--- config.mk ---
export PLATFORM = sky130hd
export DESIGN_NAME = frame_scanout
export DESIGN_NICKNAME = d
export VERILOG_FILES = /design/src/rtl/buffer_config_pkg.sv /design/src/rtl/display_config_pkg.sv /design/src/rtl/types_pkg.sv /design/src/rtl/vga_timing_gen.sv /design/src/rtl/frame_scanout.sv
export SDC_FILE = /design/constraint.sdc
export NUM_CORES = 1
export LEC_CHECK = 0
export ABC_AREA = 1
export CAP_MARGIN = 20
export CELL_PAD_IN_SITES_DETAIL_PLACEMENT = 1
export CELL_PAD_IN_SITES_GLOBAL_PLACEMENT = 2
export CORE_ASPECT_RATIO = 0.75
export CORE_MARGIN = 2
export CORE_UTILIZATION = 34
export DETAILED_ROUTE_END_ITERATION = 16
export PLACE_DENSITY_LB_ADDON = 0.05
export SYNTH_ARGS = -nofsm -noshare
export SYNTH_HDL_FRONTEND = slang
export SYNTH_SLANG_ARGS = --single-unit
--- constraint.sdc ---
create_clock -name clk_i -period 3.5 [get_ports clk_i]
set_clock_uncertainty 0.05 [all_clocks]
set_input_delay 0.7 -clock clk_i [delete_from_list [all_inputs] [get_ports clk_i]]
set_output_delay 0.7 -clock clk_i [all_outputs]
set_load 0.05 [all_outputs]
--- src/rtl/buffer_config_pkg.sv ---
// rtl/buffer_config_pkg.sv - frame buffer geometry descriptors
// Purpose: buffer_config_t and the standard 160x120x12 buffer instance.
package buffer_config_pkg;

    typedef struct packed {
        int unsigned addr_width;
        int unsigned size;
        int unsigned width;
        int unsigned height;
    } buffer_config_t;

    localparam buffer_config_t BUFFER_160x120x12 = '{
        addr_width: 15, size: 19200, width: 160, height: 120
    };

endpackage

--- src/rtl/display_config_pkg.sv ---
// rtl/display_config_pkg.sv - display timing descriptors
// Purpose: vga_timing_t, the 640x480@60 timing set and total-length helpers.
package display_config_pkg;

    typedef struct packed {
        int unsigned h_active;
        int unsigned h_fp;
        int unsigned h_sync;
        int unsigned h_bp;
        int unsigned v_active;
        int unsigned v_fp;
        int unsigned v_sync;
        int unsigned v_bp;
    } vga_timing_t;

    localparam vga_timing_t VGA_640x480 = '{
        h_active: 640, h_fp: 16, h_sync: 96, h_bp: 48,
        v_active: 480, v_fp: 10, v_sync: 2,  v_bp: 33
    };

    function automatic int unsigned h_total(input vga_timing_t t);
        return t.h_active + t.h_fp + t.h_sync + t.h_bp;
    endfunction

    function automatic int unsigned v_total(input vga_timing_t t);
        return t.v_active + t.v_fp + t.v_sync + t.v_bp;
    endfunction

endpackage

--- src/rtl/types_pkg.sv ---
// rtl/types_pkg.sv - shared pixel types
// Purpose: colour type used between the frame buffer and the scanout pins.
package types_pkg;

    // R4G4B4, red in the top nibble.
    typedef logic [11:0] color_t;

endpackage

--- src/rtl/vga_timing_gen.sv ---
// rtl/vga_timing_gen.sv - horizontal/vertical raster counters and S0 decode
// Purpose: free-running h/v counters with combinational decode of the S0 position.
// Ports:
//   clk_i, rst_i      pixel clock, async active-high reset
//   de_o              position is inside the active area
//   hsync_n_o         horizontal sync, active low
//   vsync_n_o         vertical sync, active low
//   vblank_o          v counter is past the active lines
//   frame_start_o     first pixel of the frame (h=0, v=0)
//   line_end_o        last active column of any line (h=h_active-1)
//   frame_end_o       last cycle of the frame; both counters wrap next edge
module vga_timing_gen
    import display_config_pkg::*;
#(
    parameter vga_timing_t TIMING = VGA_640x480
) (
    input  logic clk_i,
    input  logic rst_i,
    output logic de_o,
    output logic hsync_n_o,
    output logic vsync_n_o,
    output logic vblank_o,
    output logic frame_start_o,
    output logic line_end_o,
    output logic frame_end_o
);

    localparam int unsigned H_TOTAL = h_total(TIMING);
    localparam int unsigned V_TOTAL = v_total(TIMING);
    localparam int HW = $clog2(H_TOTAL);
    localparam int VW = $clog2(V_TOTAL);

    localparam logic [HW-1:0] H_LAST     = HW'(H_TOTAL - 1);
    localparam logic [HW-1:0] H_ACT      = HW'(TIMING.h_active);
    localparam logic [HW-1:0] H_ACT_LAST = HW'(TIMING.h_active - 1);
    localparam logic [HW-1:0] H_SYNC_BEG = HW'(TIMING.h_active + TIMING.h_fp);
    localparam logic [HW-1:0] H_SYNC_END = HW'(TIMING.h_active + TIMING.h_fp + TIMING.h_sync);
    localparam logic [VW-1:0] V_LAST     = VW'(V_TOTAL - 1);
    localparam logic [VW-1:0] V_ACT      = VW'(TIMING.v_active);
    localparam logic [VW-1:0] V_SYNC_BEG = VW'(TIMING.v_active + TIMING.v_fp);
    localparam logic [VW-1:0] V_SYNC_END = VW'(TIMING.v_active + TIMING.v_fp + TIMING.v_sync);

    logic [HW-1:0] h_cnt_q, h_cnt_d;
    logic [VW-1:0] v_cnt_q, v_cnt_d;
    logic          h_last, v_last;

    always_comb begin
        h_last  = (h_cnt_q == H_LAST);
        v_last  = (v_cnt_q == V_LAST);
        h_cnt_d = h_last ? '0 : h_cnt_q + HW'(1);
        v_cnt_d = v_cnt_q;
        if (h_last) begin
            v_cnt_d = v_last ? '0 : v_cnt_q + VW'(1);
        end
    end

    always_ff @(posedge clk_i or posedge rst_i) begin
        if (rst_i) begin
            h_cnt_q <= '0;
            v_cnt_q <= '0;
        end else begin
            h_cnt_q <= h_cnt_d;
            v_cnt_q <= v_cnt_d;
        end
    end

    assign de_o          = (h_cnt_q < H_ACT) && (v_cnt_q < V_ACT);
    assign hsync_n_o     = !((h_cnt_q >= H_SYNC_BEG) && (h_cnt_q < H_SYNC_END));
    assign vsync_n_o     = !((v_cnt_q >= V_SYNC_BEG) && (v_cnt_q < V_SYNC_END));
    assign vblank_o      = (v_cnt_q >= V_ACT);
    assign frame_start_o = (h_cnt_q == '0) && (v_cnt_q == '0);
    assign line_end_o    = (h_cnt_q == H_ACT_LAST);
    assign frame_end_o   = h_last && v_last;

endmodule

--- src/rtl/frame_scanout.sv ---
// rtl/frame_scanout.sv - frame buffer scanout with integer upscaling to VGA pins
// Purpose: reads the frame buffer in raster order, each buffer pixel repeated
//          SCALE times per axis, and re-aligns data with delayed sync/blank.
// Ports:
//   clk_i, rst_i      pixel clock, async active-high reset
//   read_addr_o       frame-buffer read address (S1, registered)
//   read_data_i       frame-buffer data, valid one cycle after read_addr_o
//   hsync_o, vsync_o  syncs, active low, registered (S3)
//   video_active_o    data enable aligned with rgb_o
//   rgb_o             R4G4B4 pixel, 0 outside the active area
//   frame_start_o     one-cycle pulse with the first active pixel of a frame
//   vblank_o          undelayed vertical blank for upstream buffer swap
module frame_scanout
    import types_pkg::*;
    import buffer_config_pkg::*;
    import display_config_pkg::*;
#(
    parameter buffer_config_t BUFFER_CONFIG = BUFFER_160x120x12,
    parameter vga_timing_t    TIMING        = VGA_640x480,
    parameter int unsigned    SCALE         = 4
) (
    input  logic                                clk_i,
    input  logic                                rst_i,
    output logic [BUFFER_CONFIG.addr_width-1:0] read_addr_o,
    input  color_t                              read_data_i,
    output logic                                hsync_o,
    output logic                                vsync_o,
    output logic                                video_active_o,
    output color_t                              rgb_o,
    output logic                                frame_start_o,
    output logic                                vblank_o
);

    localparam int AW   = int'(BUFFER_CONFIG.addr_width);
    localparam int FB_W = int'(BUFFER_CONFIG.width);
    localparam int CW   = (FB_W > 1) ? $clog2(FB_W) : 1;
    localparam int SW   = (SCALE > 1) ? $clog2(SCALE) : 1;
    localparam logic [SW-1:0] SUB_LAST = SW'(SCALE - 1);
    localparam logic [AW-1:0] ROW_STEP = AW'(FB_W);

    if ((TIMING.h_active != BUFFER_CONFIG.width * SCALE) ||
        (TIMING.v_active != BUFFER_CONFIG.height * SCALE)) begin : g_bad_scale
        $error("frame_scanout: active area is not the buffer size times SCALE");
    end

    logic de_s0, hsync_n_s0, vsync_n_s0, fs_s0, line_end, frame_end, vblank;

    vga_timing_gen #(
        .TIMING(TIMING)
    ) u_timing (
        .clk_i        (clk_i),
        .rst_i        (rst_i),
        .de_o         (de_s0),
        .hsync_n_o    (hsync_n_s0),
        .vsync_n_o    (vsync_n_s0),
        .vblank_o     (vblank),
        .frame_start_o(fs_s0),
        .line_end_o   (line_end),
        .frame_end_o  (frame_end)
    );

    // Address scaler: row_base advances by one buffer row every SCALE lines and
    // col by one every SCALE pixels, so the address is a plain add.
    logic [SW-1:0] x_sub_q, x_sub_d, y_sub_q, y_sub_d;
    logic [CW-1:0] col_q, col_d;
    logic [AW-1:0] row_base_q, row_base_d;
    logic [AW-1:0] read_addr_q, read_addr_d;

    always_comb begin
        x_sub_d     = x_sub_q;
        col_d       = col_q;
        y_sub_d     = y_sub_q;
        row_base_d  = row_base_q;
        read_addr_d = read_addr_q;
        if (de_s0) begin
            read_addr_d = row_base_q + AW'(col_q);
            if (x_sub_q == SUB_LAST) begin
                x_sub_d = '0;
                col_d   = col_q + CW'(1);
            end else begin
                x_sub_d = x_sub_q + SW'(1);
            end
        end
        // The line-end clear must override the col increment on the last pixel.
        if (line_end) begin
            x_sub_d = '0;
            col_d   = '0;
            if (!vblank) begin
                if (y_sub_q == SUB_LAST) begin
                    y_sub_d    = '0;
                    row_base_d = row_base_q + ROW_STEP;
                end else begin
                    y_sub_d = y_sub_q + SW'(1);
                end
            end
        end
        if (frame_end) begin
            y_sub_d    = '0;
            row_base_d = '0;
        end
    end

    // Index n of each shift register is the S0 decode delayed n+1 cycles;
    // bit 1 lines up with read_data_i (S2), bit 2 with the registered pins.
    logic [2:0] hs_sr_q, vs_sr_q, de_sr_q, fs_sr_q;
    color_t     rgb_q;

    always_ff @(posedge clk_i or posedge rst_i) begin
        if (rst_i) begin
            x_sub_q     <= '0;
            col_q       <= '0;
            y_sub_q     <= '0;
            row_base_q  <= '0;
            read_addr_q <= '0;
            hs_sr_q     <= '1;
            vs_sr_q     <= '1;
            de_sr_q     <= '0;
            fs_sr_q     <= '0;
            rgb_q       <= '0;
        end else begin
            x_sub_q     <= x_sub_d;
            col_q       <= col_d;
            y_sub_q     <= y_sub_d;
            row_base_q  <= row_base_d;
            read_addr_q <= read_addr_d;
            hs_sr_q     <= {hs_sr_q[1:0], hsync_n_s0};
            vs_sr_q     <= {vs_sr_q[1:0], vsync_n_s0};
            de_sr_q     <= {de_sr_q[1:0], de_s0};
            fs_sr_q     <= {fs_sr_q[1:0], fs_s0};
            rgb_q       <= de_sr_q[1] ? read_data_i : '0;
        end
    end

    assign read_addr_o    = read_addr_q;
    assign hsync_o        = hs_sr_q[2];
    assign vsync_o        = vs_sr_q[2];
    assign video_active_o = de_sr_q[2];
    assign frame_start_o  = fs_sr_q[2];
    assign rgb_o          = rgb_q;
    assign vblank_o       = vblank;

endmodule

# Word level (Yosys, flattened, before mapping)
# Cells that the tools add are included.
# totals
output_inout_bits	32
ff_bits	86
input_bits	14
# op_classes
mux	17
reduce_logical	16
eq_ne	6
addsub	7
order_cmp	7
# op_table
cell	n
two-way mux 15 bit	4
== test 10 bit (second input constant)	3
two-way mux 8 bit	3
adder 10 x 1 -> 10 bit (second input constant)	2
greater-or-equal comparator 10 x 9 -> 1 bit (second input constant)	2
zero test 10 bit	2
< comparator 10 bit (second input constant)	2
< comparator 10 x 9 -> 1 bit (second input constant)	2
two-way mux 10 bit	2
adder 15 x 8 -> 15 bit	1
adder 15 x 8 -> 15 bit (second input constant)	1
two-way mux 2 bit	7
two-way mux 12 bit	1
greater-or-equal comparator 10 bit (second input constant)	1
adder 8 x 1 -> 8 bit (second input constant)	1
nonzero test 2 bit	4
logical AND 1 bit	5
adder 2 x 1 -> 2 bit (second input constant)	2
== test 2 bit (second input constant)	2
AND reduction 2 bit	2
AND reduction 3 bit	1
zero test 1 bit	2
!= test 2 bit (second input constant)	1

# Logic depth before layout (Yosys ltp)
# Gate-level depths: netlist of run 1.
# depth
word_depth	5
mapped_depth	11

# Cells and area by module
# A second synthesis of run 1 with hierarchy kept.
# unflattened
cells_unflattened	448
hier_area_um2	3858.7
# modules_own_cells
module	cells_each	area_each_um2	seq_area_each_um2	instances
frame_scanout	283	2597.5	1534.0	1
vga_timing_gen	165	1261.2	500.5	1

# Worst setup path before layout of run 1
# No wires, ideal clock.
# synth_path
path_kind	register to output
start	reg u_timing.v_cnt_q[8]
end	out vblank_o
t_required_ns	2.750
slack_ns	1.394
arrival_time_ns	1.356
path_stages_with_launch	3
path_cell_list	dfrtp_1 > nand2_1 > o21ai_1
# synth_between
elab_chain_len	1
# synth_rtl
item	line	source
start: declaration	vga_timing_gen.sv:44	logic [VW-1:0] v_cnt_q, v_cnt_d;
start signal: assignment	vga_timing_gen.sv:63	v_cnt_q <= v_cnt_d;
greater-or-equal comparator 10 x 9 -> 1 bit	vga_timing_gen.sv:70	assign vblank_o = (v_cnt_q >= V_ACT);
end: declaration	frame_scanout.sv:31	output logic vblank_o
# No other way between the ends.

# Worst setup path after layout of run 1
# Ends and elaborated chain as after synthesis.

==> results of run 1 <==
[cell type report]
class,instances,share of cell area
clock buffer,10,0.04890
timing repair buffer,47,0.09780
inverter,61,0.04711
multi-input combinational,327,0.3431
sequential,81,0.4163
clock inverter,6,0.009985
tap,144,0.03687
[cells in the mapped netlist (7+ instances only)]
master	count
nor2_1	55
nand4_1	10
o21ai_0	17
nor3_1	8
nand3_1	42
ha_1	11
inv_1	55
xor2_1	12
dfrtp_1	75
a21oi_1	9
nand2_1	121
xnor2_1	7
[registers in the layout, summed over array words and instances, names as in the netlist]
name / flops
de_sr_q: 3
y_sub_q: 2
rgb_o: 12
read_addr_o: 15
row_base_q: 10
vs_sr_q: 3
fs_sr_q: 3
u_timing.h_cnt_q: 10
x_sub_q: 2
u_timing.v_cnt_q: 10
col_q: 8
hs_sr_q: 3
[worst register-to-register path, stage by stage, from the launching register on]
cell     delay, ns
dfrtp_1       0.47
nand2_1       0.15
nor2_2        0.08
nor2_2        0.17
nand2_2       0.33
o21ai_2       0.56
inv_1         0.20
nand2_1       0.12
o21ai_2       0.05
[path summary, 6_finish.rpt]
kind | cells after the start | startpoint | slack (ns) | end
worst min-delay path | 0 | de_sr_q[0] | 0.30 | de_sr_q[1]
worst max register to register | 8 | u_timing.v_cnt_q[8] | 1.21 | col_q[0]
min in group asynchronous | 2 | rst_i | 0.73 | de_sr_q[2]
worst max-delay path | 3 | u_timing.v_cnt_q[8] | 0.57 | vblank_o
worst min register to register | 0 | de_sr_q[0] | 0.30 | de_sr_q[1]
max in group asynchronous | 4 | rst_i | 1.85 | row_base_q[14]
[through the flow]
stage / setup slack (ns) / cell area (um^2) / hold slack, ns
6_report: 0.5681 / 4887 / 0.3004
5_1_grt: 0.4497 / 4887 / 0.3060
4_1_cts: 0.5353 / 4887 / 0.3013
3_5_place_dp: 0.9323 / 4599 / 0.2864
3_3_place_gp: 0.9900 / 4599 / 0.2824
2_1_floorplan: 0.6798 / 3980 / 0.2812
[per-layer routing]
layer,wire [um],track usage
met1,5239,0.2583
met2,4129,0.2523
met3,424,0.04405
met4,118,0.04515
met5,0,0
[logic make-up after synthesis]
group / share of synthesized area
AOI/OAI and AO/OA: 0.05564
xor gates and xnor gates: 0.04181
adders and majority gates: 0.03458
buffers and inverters: 0.06759
DFF: 0.5112
and+or+nand+nor: 0.2892
[report_power, final]
part / leakage (nW) / internal, mW / switching (mW)
Combinational: 1.22 / 0.0298 / 0.0535
Clock: 0.132 / 0.508 / 0.419
Sequential: 1.03 / 0.943 / 0.00197
==> flow_summary.toml, run 1 <==
[run_status]
status = "complete, no violations"

[hold_path]
hold_class = "register to register"

[clock_tree]
clock_latency_ns = 0.34
cts_resized = 0
holdBufCountCts = 0
clock-root-buffer = "clkbuf_16"
h-tree-depth = 3
tritoncts = "built"
clk_pin_slew_ns = 0.06
numCtsBuffers = 9
cts_setup_buffers = 0
clockBufferDepth = 2
cts_sinks = 81

[route]
detail-route-antenna-nets = 0
wl_per_cell_um = 14.66
drc_errors = 0
dr.first_iter.drc_count = 109
finalWirelength_mm = 9.911
vias = 3225
dr.pass1.iters = 4
drt-vias-per-instance = 4.771

[place]
post-place-cells = 660
portBuffers = 45
place_hpwl_mm = 7.449
gp_congestion = 0.8003

[global_routing]
grt_max_degree = 42
grt-ovfl-total = 0
grt_pass1_wl_mm = 17.23
grt_pass1_vias = 3408
grt_util_all_layers = 0.1736
antenna_found_initial = 0

[finish]
num-fill-cells = 1360
stdcell_count = 676
area_growth_pct = 22.79
layout.nets = 552
final_core_util = 0.4255
final_common_cell = "nand2_1"
final-seq-area_um2 = 2034
layout-drive-gt1-share = 0.09774
n_antenna_cell = 0
layout_common_cells = "121 x nand2_1, 75 x dfrtp_1, 55 x nor2_1"
multi_input_area_um2 = 1677

[pwr]
power_leakage_nw = 2.378
ir_drop_mv = 0.2055
power.density_nw_per_um2 = 400.2
power_mw = 1.956

[worst_setup_path]
cp.arrival_ns = 2.18
crit_slowest_cell = "clkdlybuf4s50_1"
cp-end-kind = "output pin"
crit_family = "buffers and inverters"
cpPeakStageDelay_ns = 0.88
crit_path_start_kind = "register"
crit_fanout = 6
crit_buf_inv = 1
worstPathCellList = "nand2_1 > o21ai_1 > clkdlybuf4s50_1"
crit_type = "register to output pin"
crit_required_ns = 2.75

[sta]
hold_viol = 0
finalCriticalPeriod_ns = 2.932
worst_pin_slew_ns = 0.6955
setup_tns_ns = 0
max_freq_mhz = 341.1
slew-limit-headroom = 0.5358
finalSetupViolCount = 0
fin_crit_sh = 0.8377
final_max_slew_viol_count = 0
rsz0062_at_grt = "false"

[run]
cap_violations = 0

[synth]
synth_edf_count = 0
yosysSeqAreaShare = 0.5112
synth_ff_type = "dfrtp_1"
syn_nets = 501
synth_cell_types = 31
synth_top_cell_by_area = "dfrtp_1"
synthTopCellsByArea = "dfrtp_1 47%, nand2_1 11%, nand3_1 5.3%"
syn_area_um2 = 3980
synth_top_area_frac = 0.4715
ys_warn_count = 0
syn_inst = 476
postSynthAreaPerCell_um2 = 8.361
synthArstFlopShare = 1.000
synth-seq-cells = 81

[die]
ios = 46
die_h_um = 97.70
rows = 34
core_um2 = 11490
initial_utilization = 0.3465
die_x_um = 128.9
design.die.area_um2 = 12600
Note: power is estimated with default switching activity, not from simulation.
==> inputs of run 2 (changes only) <==
Clock period 3.5 ns to 2.85 ns, I/O delays scaled along.
==> run 2 against run 1 <==
  * Sequential cell count is the same
  * First-iteration DRC count grew 5.5%
  * Routed wire length grew 0.23%
  * Global-route usage shrank 0.11 points
  * Critical path type unchanged
  * Largest cell class unchanged
  * Highest routed layer unchanged
==> flow_summary.toml, run 2 (same netlist as run 1, synthesis figures left out) <==
[clock_tree]
holdBufCountCts = 0
clock_latency_ns = 0.34
h-tree-depth = 3
clock-root-buffer = "clkbuf_16"
tritoncts = "built"
cts_resized = 0
cts_setup_buffers = 0
clk_pin_slew_ns = 0.06
cts_sinks = 81
clockBufferDepth = 2
numCtsBuffers = 9

[die]
ios = 46
initial_utilization = 0.3465
die_x_um = 128.9
die_h_um = 97.70
core_um2 = 11490
rows = 34
design.die.area_um2 = 12600

[route]
vias = 3280
detail-route-antenna-nets = 0
wl_per_cell_um = 14.70
drc_errors = 0
dr.pass1.iters = 4
drt-vias-per-instance = 4.852
dr.first_iter.drc_count = 115
finalWirelength_mm = 9.934

[finish]
final_common_cell = "nand2_1"
layout_common_cells = "121 x nand2_1, 75 x dfrtp_1, 55 x nor2_1"
n_antenna_cell = 0
area_growth_pct = 22.89
layout-drive-gt1-share = 0.09774
final_core_util = 0.4258
stdcell_count = 676
layout.nets = 552
largest_reg_flops = 15

[sta]
whs_ns = 0.3010
worst_pin_slew_ns = 0.5456
finalSetupViolCount = 0
setup_tns_ns = 0
slew-limit-headroom = 0.6351
rsz0062_at_grt = "false"
final_max_slew_viol_count = 0
fin_crit_sh = 0.8325
finalCriticalPeriod_ns = 2.373
hold_viol = 0
max_freq_mhz = 421.5

[worst_setup_path]
crit_slowest_cell = "dlymetal6s2s_1"
crit_buf_inv = 1
cpPeakStageDelay_ns = 0.48
cp.arrival_ns = 1.75
crit_fanout = 6
crit_path_start_kind = "register"
cp-end-kind = "output pin"
crit_family = "buffers and inverters"
worstPathCellList = "nand2_1 > o21ai_1 > dlymetal6s2s_1"
crit_required_ns = 2.23
crit_type = "register to output pin"

[global_routing]
use_met1 = 0.2561
grt_use_met3 = 0.04350
grt_pass1_wl_mm = 17.10
grt_util_all_layers = 0.1725
grt_pass1_vias = 3411
top_usage_layer = "met1"
grt_util_met2 = 0.2483
grt_max_degree = 82
grt-ovfl-total = 0
antenna_found_initial = 0

[pwr]
power_leakage_nw = 2.401
power_mw = 2.389
ir_drop_mv = 0.2656
power.density_nw_per_um2 = 488.5

[place]
place_hpwl_mm = 7.168
gp_congestion = 0.8138
post-place-cells = 660
portBuffers = 45

[run_status]
status = "complete, no violations"

[hold_path]
hold_class = "register to register"

[run]
cap_violations = 0
-- run 2: final cells by class --
type / instances / area, um^2
fill: 1359 / 6595
multi-input combinational: 327 / 1677
clock inverter: 6 / 50.05
timing repair buffer: 47 / 480.5
clock buffer: 10 / 239.0
sequential: 81 / 2034
inverter: 61 / 230.2
tap: 144 / 180.2
-- run 2: worst register-to-register path: stages (launching register included) --
cell	delay, ns
dfrtp_1	0.46
nand2_1	0.14
nor2_2	0.07
nor2_2	0.20
nand2_2	0.34
o21ai_2	0.25
buf_4	0.20
nand3_1	0.10
o21ai_1	0.10
-- run 2: stage by stage --
step           setup WS (ns)  instance area, um^2
3_5_place_dp          0.4283                 4599
5_1_grt               0.3963                 4891
4_1_cts              0.02967                 4888
2_1_floorplan         0.1598                 3980
3_3_place_gp          0.4838                 4599
6_report              0.4774                 4891
-- run 2: final timing paths --
kind                                          start  cells past startpoint          to  slack, ns
worst min register to register           fs_sr_q[0]                      0  fs_sr_q[1]       0.30
max in group asynchronous                     rst_i                      3  vs_sr_q[0]       1.79
worst max register to register  u_timing.v_cnt_q[8]                      8    col_q[7]       0.87
worst max-delay path            u_timing.v_cnt_q[8]                      3    vblank_o       0.48
worst min-delay path                     fs_sr_q[0]                      0  fs_sr_q[1]       0.30
min in group asynchronous                     rst_i                      3    rgb_o[1]       0.60
-- run 2: power by group --
group          switching (mW)  internal, mW  total (mW)  leakage (nW)
clock                   0.505         0.623        1.13         0.136
combinational          0.0650        0.0358       0.101          1.24
sequential            0.00195          1.16        1.16          1.03
-- run 2: metal layers --
| layer | vias to the layer above | share of wire |
|---|---|---|
| met2 | 62 | 0.41 |
| met3 | 10 | 0.046 |
| met5 | - | 0 |
| met1 | 1588 | 0.53 |
| li1 | 1620 | - |
| met4 | 0 | 0.013 |
